--- config.mk ---
export PLATFORM = sky130hd
export DESIGN_NAME = spi_slave_flat
export DESIGN_NICKNAME = d
export VERILOG_FILES = /design/src/rtl/spi_slave_if.sv /design/src/rtl/spi_slave.sv /design/src/flat_wrapper.sv
export SDC_FILE = /design/constraint.sdc
export NUM_CORES = 1
export LEC_CHECK = 0
export CELL_PAD_IN_SITES_DETAIL_PLACEMENT = 0
export CELL_PAD_IN_SITES_GLOBAL_PLACEMENT = 2
export CORE_MARGIN = 2
export CORE_UTILIZATION = 36
export CTS_CLUSTER_DIAMETER = 30
export DETAILED_ROUTE_END_ITERATION = 8
export PLACE_DENSITY = 0.84
export SYNTH_ARGS = -nofsm -noshare
export SYNTH_HDL_FRONTEND = slang
export SYNTH_SLANG_ARGS = --single-unit
--- constraint.sdc ---
create_clock -name sysclk -period 3.4 [get_ports sysclk]
set_input_delay 0.68 -clock sysclk [delete_from_list [all_inputs] [get_ports sysclk]]
set_output_delay 0.68 -clock sysclk [all_outputs]
set_load 0.05 [all_outputs]
--- src/rtl/spi_slave_if.sv ---
// Serial pins and parallel TX/RX side of the SPI responder, bundled into one interface.
// The slave modport is the responder's view and the master modport is the view of whatever drives it.
interface spi_slave_if #(
  parameter int COUNT_W = 16
);
  logic               sck;
  logic               cs_n;
  logic               mosi;
  logic               miso;
  logic               miso_oe;
  logic [7:0]         tx_data;
  logic               tx_valid;
  logic               tx_ready;
  logic [7:0]         rx_data;
  logic               rx_valid;
  logic [COUNT_W-1:0] byte_count;
  logic               frame_done;
  logic               tx_underrun;
  logic               busy;

  modport slave (
    input  sck, cs_n, mosi, tx_data, tx_valid,
    output miso, miso_oe, tx_ready, rx_data, rx_valid,
    output byte_count, frame_done, tx_underrun, busy
  );

  modport master (
    output sck, cs_n, mosi, tx_data, tx_valid,
    input  miso, miso_oe, tx_ready, rx_data, rx_valid,
    input  byte_count, frame_done, tx_underrun, busy
  );
endinterface

--- src/rtl/spi_slave.sv ---
// SPI mode-0 responder, LSB-first, 8-bit frames.
// sck, cs_n and mosi are oversampled on sysclk. TX goes through a one-deep holding register.
module spi_slave #(
  parameter int SYNC_STAGES = 2,
  parameter int COUNT_W     = 16
) (
  input logic       sysclk,
  input logic       rst,
  spi_slave_if.slave bus
);

  typedef enum logic [1:0] {
    WAIT_HIGH = 2'd0,
    IDLE      = 2'd1,
    ACTIVE    = 2'd2
  } state_t;

  state_t state;

  logic [SYNC_STAGES-1:0] sck_sync;
  logic [SYNC_STAGES-1:0] cs_sync;
  logic [SYNC_STAGES-1:0] mosi_sync;
  logic                   sck_d;
  logic                   cs_n_d;
  logic                   sck_s;
  logic                   cs_n_s;
  logic                   mosi_s;
  logic                   sck_rise;
  logic                   sck_fall;
  logic                   cs_fall;

  logic [7:0]         hold_data;
  logic               hold_full;
  logic [7:0]         load_val;
  logic [6:0]         tx_shift;     // bits still to be sent after the one on miso
  logic [6:0]         rx_shift;     // bits collected so far, newest at the top
  logic [7:0]         rx_next;
  logic [2:0]         bit_cnt;
  logic               reload_pending;
  logic               miso_r;
  logic               miso_oe_r;
  logic [7:0]         rx_data_r;
  logic               rx_valid_r;
  logic [COUNT_W-1:0] byte_cnt_r;
  logic               frame_done_r;
  logic               underrun_r;
  logic               busy_r;

  assign sck_s    = sck_sync[SYNC_STAGES-1];
  assign cs_n_s   = cs_sync[SYNC_STAGES-1];
  assign mosi_s   = mosi_sync[SYNC_STAGES-1];
  assign sck_rise = sck_s & ~sck_d;
  assign sck_fall = ~sck_s & sck_d;
  assign cs_fall  = ~cs_n_s & cs_n_d;

  // An empty holding register sends zeros. The caller flags that as an underrun.
  assign load_val = hold_full ? hold_data : 8'h00;
  assign rx_next  = {mosi_s, rx_shift};

  // Sync sck and cs_n, plus one delay stage for edge detection.
  // cs_n resets low, so WAIT_HIGH only exits once cs_n has really been seen high.
  always_ff @(posedge sysclk) begin
    if (rst) begin
      sck_sync <= '0;
      cs_sync  <= '0;
      sck_d    <= 1'b0;
      cs_n_d   <= 1'b0;
    end else begin
      sck_sync <= {sck_sync[SYNC_STAGES-2:0], bus.sck};
      cs_sync  <= {cs_sync[SYNC_STAGES-2:0], bus.cs_n};
      sck_d    <= sck_s;
      cs_n_d   <= cs_n_s;
    end
  end

  // mosi sync chain. It is data only and needs no reset.
  always_ff @(posedge sysclk) begin
    mosi_sync <= {mosi_sync[SYNC_STAGES-2:0], bus.mosi};
  end

  // Frame FSM, shift registers and TX holding-register handshake.
  always_ff @(posedge sysclk) begin
    if (rst) begin
      state          <= WAIT_HIGH;
      hold_full      <= 1'b0;
      bit_cnt        <= 3'd0;
      reload_pending <= 1'b0;
      miso_r         <= 1'b0;
      miso_oe_r      <= 1'b0;
      rx_data_r      <= 8'h00;
      rx_valid_r     <= 1'b0;
      byte_cnt_r     <= '0;
      frame_done_r   <= 1'b0;
      underrun_r     <= 1'b0;
      busy_r         <= 1'b0;
    end else begin
      rx_valid_r   <= 1'b0;
      frame_done_r <= 1'b0;

      // A capture only happens when the register is empty, so it never races a reload that consumes it.
      if (bus.tx_valid && !hold_full) begin
        hold_data <= bus.tx_data;
        hold_full <= 1'b1;
      end

      case (state)
        WAIT_HIGH: begin
          if (cs_n_s) state <= IDLE;
        end

        IDLE: begin
          if (cs_fall) begin
            state          <= ACTIVE;
            busy_r         <= 1'b1;
            bit_cnt        <= 3'd0;
            byte_cnt_r     <= '0;
            reload_pending <= 1'b0;
            tx_shift       <= load_val[7:1];
            miso_r         <= load_val[0];
            miso_oe_r      <= 1'b1;
            underrun_r     <= ~hold_full;
            if (hold_full) hold_full <= 1'b0;
          end
        end

        ACTIVE: begin
          // cs_n rising wins over a coincident sck edge and discards any partial byte.
          if (cs_n_s) begin
            state          <= IDLE;
            busy_r         <= 1'b0;
            frame_done_r   <= 1'b1;
            miso_oe_r      <= 1'b0;
            miso_r         <= 1'b0;
            reload_pending <= 1'b0;
          end else if (sck_rise) begin
            rx_shift <= rx_next[7:1];
            bit_cnt  <= bit_cnt + 3'd1;
            if (bit_cnt == 3'd7) begin
              rx_data_r      <= rx_next;
              rx_valid_r     <= 1'b1;
              byte_cnt_r     <= byte_cnt_r + 1'b1;
              reload_pending <= 1'b1;
            end
          end else if (sck_fall) begin
            if (reload_pending) begin
              tx_shift       <= load_val[7:1];
              miso_r         <= load_val[0];
              reload_pending <= 1'b0;
              if (hold_full) hold_full <= 1'b0;
              else           underrun_r <= 1'b1;
            end else begin
              tx_shift <= {1'b0, tx_shift[6:1]};
              miso_r   <= tx_shift[0];
            end
          end
        end

        default: state <= WAIT_HIGH;
      endcase
    end
  end

  assign bus.miso        = miso_r;
  assign bus.miso_oe     = miso_oe_r;
  assign bus.tx_ready    = ~hold_full;
  assign bus.rx_data     = rx_data_r;
  assign bus.rx_valid    = rx_valid_r;
  assign bus.byte_count  = byte_cnt_r;
  assign bus.frame_done  = frame_done_r;
  assign bus.tx_underrun = underrun_r;
  assign bus.busy        = busy_r;

endmodule

--- src/flat_wrapper.sv ---
// flat-port wrapper written by rule: the top's interface ports become plain ports
module spi_slave_flat 
#(
  parameter int SYNC_STAGES = 2,
  parameter int COUNT_W     = 16
)
  (sysclk, rst, bus_sck, bus_cs_n, bus_mosi, bus_tx_data, bus_tx_valid, bus_miso, bus_miso_oe, bus_tx_ready, bus_rx_data, bus_rx_valid, bus_byte_count, bus_frame_done, bus_tx_underrun, bus_busy);
  spi_slave_if #(.COUNT_W(COUNT_W)) bus_i ();
  input logic sysclk;
  input logic rst;
  input wire logic [$bits(bus_i.sck)-1:0] bus_sck;
  input wire logic [$bits(bus_i.cs_n)-1:0] bus_cs_n;
  input wire logic [$bits(bus_i.mosi)-1:0] bus_mosi;
  input wire logic [$bits(bus_i.tx_data)-1:0] bus_tx_data;
  input wire logic [$bits(bus_i.tx_valid)-1:0] bus_tx_valid;
  output wire logic [$bits(bus_i.miso)-1:0] bus_miso;
  output wire logic [$bits(bus_i.miso_oe)-1:0] bus_miso_oe;
  output wire logic [$bits(bus_i.tx_ready)-1:0] bus_tx_ready;
  output wire logic [$bits(bus_i.rx_data)-1:0] bus_rx_data;
  output wire logic [$bits(bus_i.rx_valid)-1:0] bus_rx_valid;
  output wire logic [$bits(bus_i.byte_count)-1:0] bus_byte_count;
  output wire logic [$bits(bus_i.frame_done)-1:0] bus_frame_done;
  output wire logic [$bits(bus_i.tx_underrun)-1:0] bus_tx_underrun;
  output wire logic [$bits(bus_i.busy)-1:0] bus_busy;
  assign bus_i.sck = bus_sck;
  assign bus_i.cs_n = bus_cs_n;
  assign bus_i.mosi = bus_mosi;
  assign bus_i.tx_data = bus_tx_data;
  assign bus_i.tx_valid = bus_tx_valid;
  assign bus_miso = bus_i.miso;
  assign bus_miso_oe = bus_i.miso_oe;
  assign bus_tx_ready = bus_i.tx_ready;
  assign bus_rx_data = bus_i.rx_data;
  assign bus_rx_valid = bus_i.rx_valid;
  assign bus_byte_count = bus_i.byte_count;
  assign bus_frame_done = bus_i.frame_done;
  assign bus_tx_underrun = bus_i.tx_underrun;
  assign bus_busy = bus_i.busy;
  spi_slave #(.SYNC_STAGES(SYNC_STAGES), .COUNT_W(COUNT_W)) u_core (.sysclk(sysclk), .rst(rst), .bus(bus_i));
endmodule
# Word level (Yosys, flattened, before mapping)
# Index checks and enable logic that the tools add are counted.
# totals
elab_cells	117
output_inout_bits	31
reg_bits	66
# classes
mux	51
reduce_logical	18
n_bitwise	10
n_addsub	2
eq_ne	17
# op_table
cell	n
$mux W16	4
$mux W7	5
$pmux W16 S2	1
$mux W1	27
$reduce_and A4 Y1	5
$add A16 B1 Y16 const B	1
$ne A2 B1 Y1 const B	7
$pmux W7 S2	1
$pmux W1 S2	5
$mux W3	3
$mux W8	1
$not A1 Y1	7
$reduce_and A7 Y1	1
$ne A2 B2 Y1 const B	3
$pmux W3 S2	1
$reduce_and A6 Y1	1
$reduce_and A5 Y1	1
$mux W2	2
$ne A4 B1 Y1 const B	1
$ne A4 B3 Y1 const B	1
$pmux W2 S2	1
$reduce_and A2 Y1	2
$reduce_or A2 Y1	2
$reduce_or A4 Y1	1
other kinds (12)	14

# Depth between registers and ports, before layout
# depth
word_depth	9
ltp_mapped	8
ltp_nobuf	6

# Worst setup path before layout
# Ideal clock, no wire load.
# synth_path
kind	in2reg
from	in rst
to	reg u_core.rx_shift[0] (enable)
arrival_ns	1.759
setup_ns	0.393
cell_stages	2
required_ns	3.007
path_slack_ns	1.248
path_cell_list	clkbuf_1 -> nor4b_1
# synth_via
elab_chain_len	2
# synth_lines
item	line_no	rtl
start: declaration	flat_wrapper.sv:10	input logic rst;
$not A1 Y1 (no line)	--	
$reduce_and A4 Y1 (no line)	--	
end signal: assignment	spi_slave.sv:136	rx_shift <= rx_next[7:1];
end: declaration	spi_slave.sv:36	logic [6:0] rx_shift;
# No other way between the ends.
# A chain may end at the register's enable or synchronous reset.

# Final worst setup path
# layout_path
from	reg u_core.hold_full
to	out bus_tx_ready
# layout_via
elab_chain_len	1
# layout_lines
item	line_no	rtl
start: declaration	spi_slave.sv:33	logic hold_full;
start signal: assignment	spi_slave.sv:85	hold_full <= 1'b0;
start signal: assignment	spi_slave.sv:103	hold_full <= 1'b1;
start signal: assignment	spi_slave.sv:122	if (hold_full) hold_full <= 1'b0;
$not A1 Y1	spi_slave.sv:165	assign bus.tx_ready = ~hold_full;
end: declaration	flat_wrapper.sv:18	output wire logic [$bits(bus_i.tx_ready)-1:0] bus_tx_ready;
# No other way between the ends.

==> results.rst <==
.. list-table::
   :header-rows: 1

   * - Metric
     - Value
   * - Number of flops mapped to enable cells by yosys
     - 22
   * - Clock tree from TritonCTS
     - yes
   * - Library cell with the highest instance count after synthesis
     - dfxtp_1
   * - Row count
     - 32
   * - Leakage power total
     - 1.24 nW
   * - Total power per unit cell area
     - 572 mW/mm^2
   * - Number of global-route vias before repair
     - 2,106
   * - Portion of the post-synthesis area used by sequential elements
     - 0.551
   * - Hold_sp
     - u_core.mosi_sync[0]
   * - Shortest clock period the worst path allows after layout
     - 2430 ps
   * - Most frequent cells after synthesis
     - 44 x dfxtp_1, 22 x edfxtp_1, 19 x nand2_1, 19 x nor2_1, 17 x a21oi_1
   * - Post-cts hold buffer count
     - 0
   * - Total detailed-routing wirelength
     - 5.55 mm
   * - Highest achievable clock rate
     - 411 MHz
   * - Setup repair after global routing missed its margin
     - no
   * - Initial core utilization
     - 0.366
   * - Number of buffers inserted during clock tree synthesis
     - 9
   * - Detail-routed via count per cell
     - 5.03
   * - Number of gates resized after CTS
     - 0
   * - Register-to-register path setup slack
     - 1130 ps
   * - Hold violation count in the final report
     - 0
   * - Share of flip-flops with an asynchronous set or reset
     - 0
   * - Count of distinct cell types in the synthesized netlist
     - 44
   * - WP data required
     - 2720 ps
   * - Result of the run
     - completed
   * - Post-route setup TNS
     - 0 ps
   * - Arrival time of the worst setup path
     - 1750 ps
   * - Layout cells sized above 1
     - 0.0794
   * - Total Routing Usage GR
     - 0.144
   * - Clock Tree Root
     - clkbuf_8
   * - Biggest fanout along the worst timing path
     - 11
   * - Share of Yosys cell area claimed by the top area cell type
     - 0.315
   * - Placer Congestion
     - 0.739
   * - Fin. max-slew vios
     - 0
   * - Flip-flop and latch count after synthesis
     - 66
   * - Relative max-transition margin
     - 0.218
   * - Final clock period utilization by the worst path
     - 0.716
   * - Buffer levels on the longest clock path
     - 2
   * - Die Height
     - 92.2 microns
   * - Detailed Routing Iterations Pass 1
     - 6
   * - Worst supply voltage drop on vdd
     - 0.000267 V
   * - Initial DRC Count
     - 67
   * - Remaining routing DRC violations
     - 0
   * - Clock insertion delay at the later pin of the skew report
     - 350 ps
   * - Post-detailed-route count of antenna-violating nets
     - 0
   * - Final-layout fill cell count
     - 740
   * - Count of clock tree sinks
     - 66
   * - Post-CTS setup buffers
     - 0
   * - WHS Endpoint
     - u_core.mosi_sync[1]
   * - Clock skew
     - 6.24 ps
   * - HPWL after detailed placement
     - 3.90 mm
   * - Antenna violations before repair
     - 0
   * - Post-synthesis cell area
     - 0.00280 sq mm
   * - Max-cap viol count
     - 0
   * - Sum of overflow across all layers after global routing
     - 0
   * - Area growth syn-to-layout
     - 26.7%
   * - Startpoint kind of the worst setup timing path
     - flip-flop
   * - Net count after synthesis
     - 287
   * - Maximum number of pins on one net before global-route repair
     - 27
   * - Port Buffers
     - 44
   * - Die W
     - 92.2 microns
   * - RR Endpoint
     - u_core.bus.byte_count[15]
   * - Dominant cells by area after synthesis
     - dfxtp_1 31%, edfxtp_1 24%, mux2i_1 5.4%
   * - Clock-pin slew reported for the worst setup and hold paths after clock tree synthesis
     - 70 ps
   * - Cell depth of the worst flop-to-flop path
     - 6
   * - Worst Hold Depth
     - 0
   * - Number of instances in the synthesized netlist
     - 265
   * - Core footprint
     - 0.00765 sq mm
   * - Reg2Reg Launch Point
     - u_core.state[0]
   * - Area leader, netlist
     - dfxtp_1
   * - Type of the tightest min-delay check
     - reg -> reg
   * - Worst Setup SP
     - u_core.hold_full
   * - H-tree levels
     - 3
   * - Total number of vias
     - 2,096
   * - Worst Setup Path Type
     - reg -> out
   * - WL per Instance
     - 13.3 microns
   * - Synth warn
     - 0
   * - Average footprint of a synthesized cell
     - 10.6 sq um
   * - Worst setup EP type
     - primary output
   * - # IOs
     - 45
   * - Post-route total power
     - 2.03 mW
   * - Slew @ Worst Pin
     - 1160 ps
   * - Inserted Diodes
     - 0
   * - Primary flip-flop cell chosen by synthesis mapping
     - dfxtp_1
   * - Final setup violation count
     - 0
   * - Global-route wire length before repair
     - 9.56 mm
   * - Area of the die
     - 0.00850 sq mm
   * - Number of nets in the layout
     - 332
==> power breakdown <==
part           switching [mW]  internal, mW  leakage, nW
clock network           0.307         0.411        0.103
registers              0.0367         0.861        0.559
logic                   0.265         0.147        0.580
total                   0.608          1.42         1.24
==> cells in the final DEF, fill, tap and decap left out, types with 2 or more instances in the layout <==
cell and count:
clkdlybuf4s50_1 44, dfxtp_1 44, edfxtp_1 22, nand2_1 19
nor2_1 19, a21oi_1 17, mux2i_1 15, nand3_1 13
o31ai_1 10, or4_1 10, inv_1 9, nor2b_1 9
o21ai_0 9, clkbuf_8 9, ha_1 8, nand2b_1 6
and4_1 5, buf_4 4, nand3b_1 3, and3_1 3
nor3_1 3, nand4_1 3, a32oi_1 2, a31oi_1 2
nor4_1 2, and2_1 2, bufinv_16 2, clkinvlp_4 2
==> metal layers <==
layer	up-vias	wire length, microns	GRT usage	part of all wire
met4	0	137	0.0784	0.025
met2	44	2510	0.229	0.45
met1	978	2700	0.176	0.49
met5	-	0	0	0
li1	1062	-	-	-
met3	12	201	0.0427	0.036
==> area by class of cell <==
class                   instances  area [sq um]  area share
flip-flops and latches         66          1540       0.435
multi-input cells             176          1160       0.326
repair buffers                 48           470       0.133
well taps                     102           128      0.0360
clock buffers                   9           124      0.0349
clock inverters                 7          92.6      0.0261
inverters                       9          33.8     0.00953
==> worst max-delay path, stage by stage, from the launching register on <==
cell	delay, ps
dfxtp_1	540
inv_1	140
clkdlybuf4s50_1	720
==> worst max path at each step <==
stage	end	slack (ps)	depth (start not counted)
after floorplan	u_core.rx_shift[0]	1250	2
after global placement	u_core.bus.byte_count[15]	1230	6
after detailed placement	u_core.bus.byte_count[15]	1150	6
after CTS	bus_tx_ready	930	2
after global routing	bus_tx_ready	850	2
final	bus_tx_ready	970	2
==> cells by family (layout without fill, tap and decap cells) <==
logic type,Yosys count,in the layout,synth area share
muxes,15,15,0.0536
buffers and inverters,23,73,0.0362
AOI/OAI and AO/OA,50,50,0.117
DFF,66,66,0.551
and+or+nand+nor,103,103,0.207
adders and majority gates,8,8,0.0358
==> registers in the layout, indices dropped and copies added (netlist names), 3 cells and up <==
register,count
u_core.hold_data,8
u_core.bit_cnt,3
u_core.bus.rx_data,8
u_core.rx_shift,7
u_core.tx_shift,7
u_core.bus.byte_count,16
==> metrics by stage <==
step	hold slack (ps)	area (sq um)	utilization	cells	setup slack, ps
6_report	330	3550	0.464	417	966
5_1_grt	336	3550	0.464	417	851
4_1_cts	334	3550	0.464	417	935
3_5_place_dp	317	3330	0.435	401	1150
3_3_place_gp	311	3330	0.435	401	1230
2_1_floorplan	310	2800	-	265	1250
(Power assumes the default switching activity.)
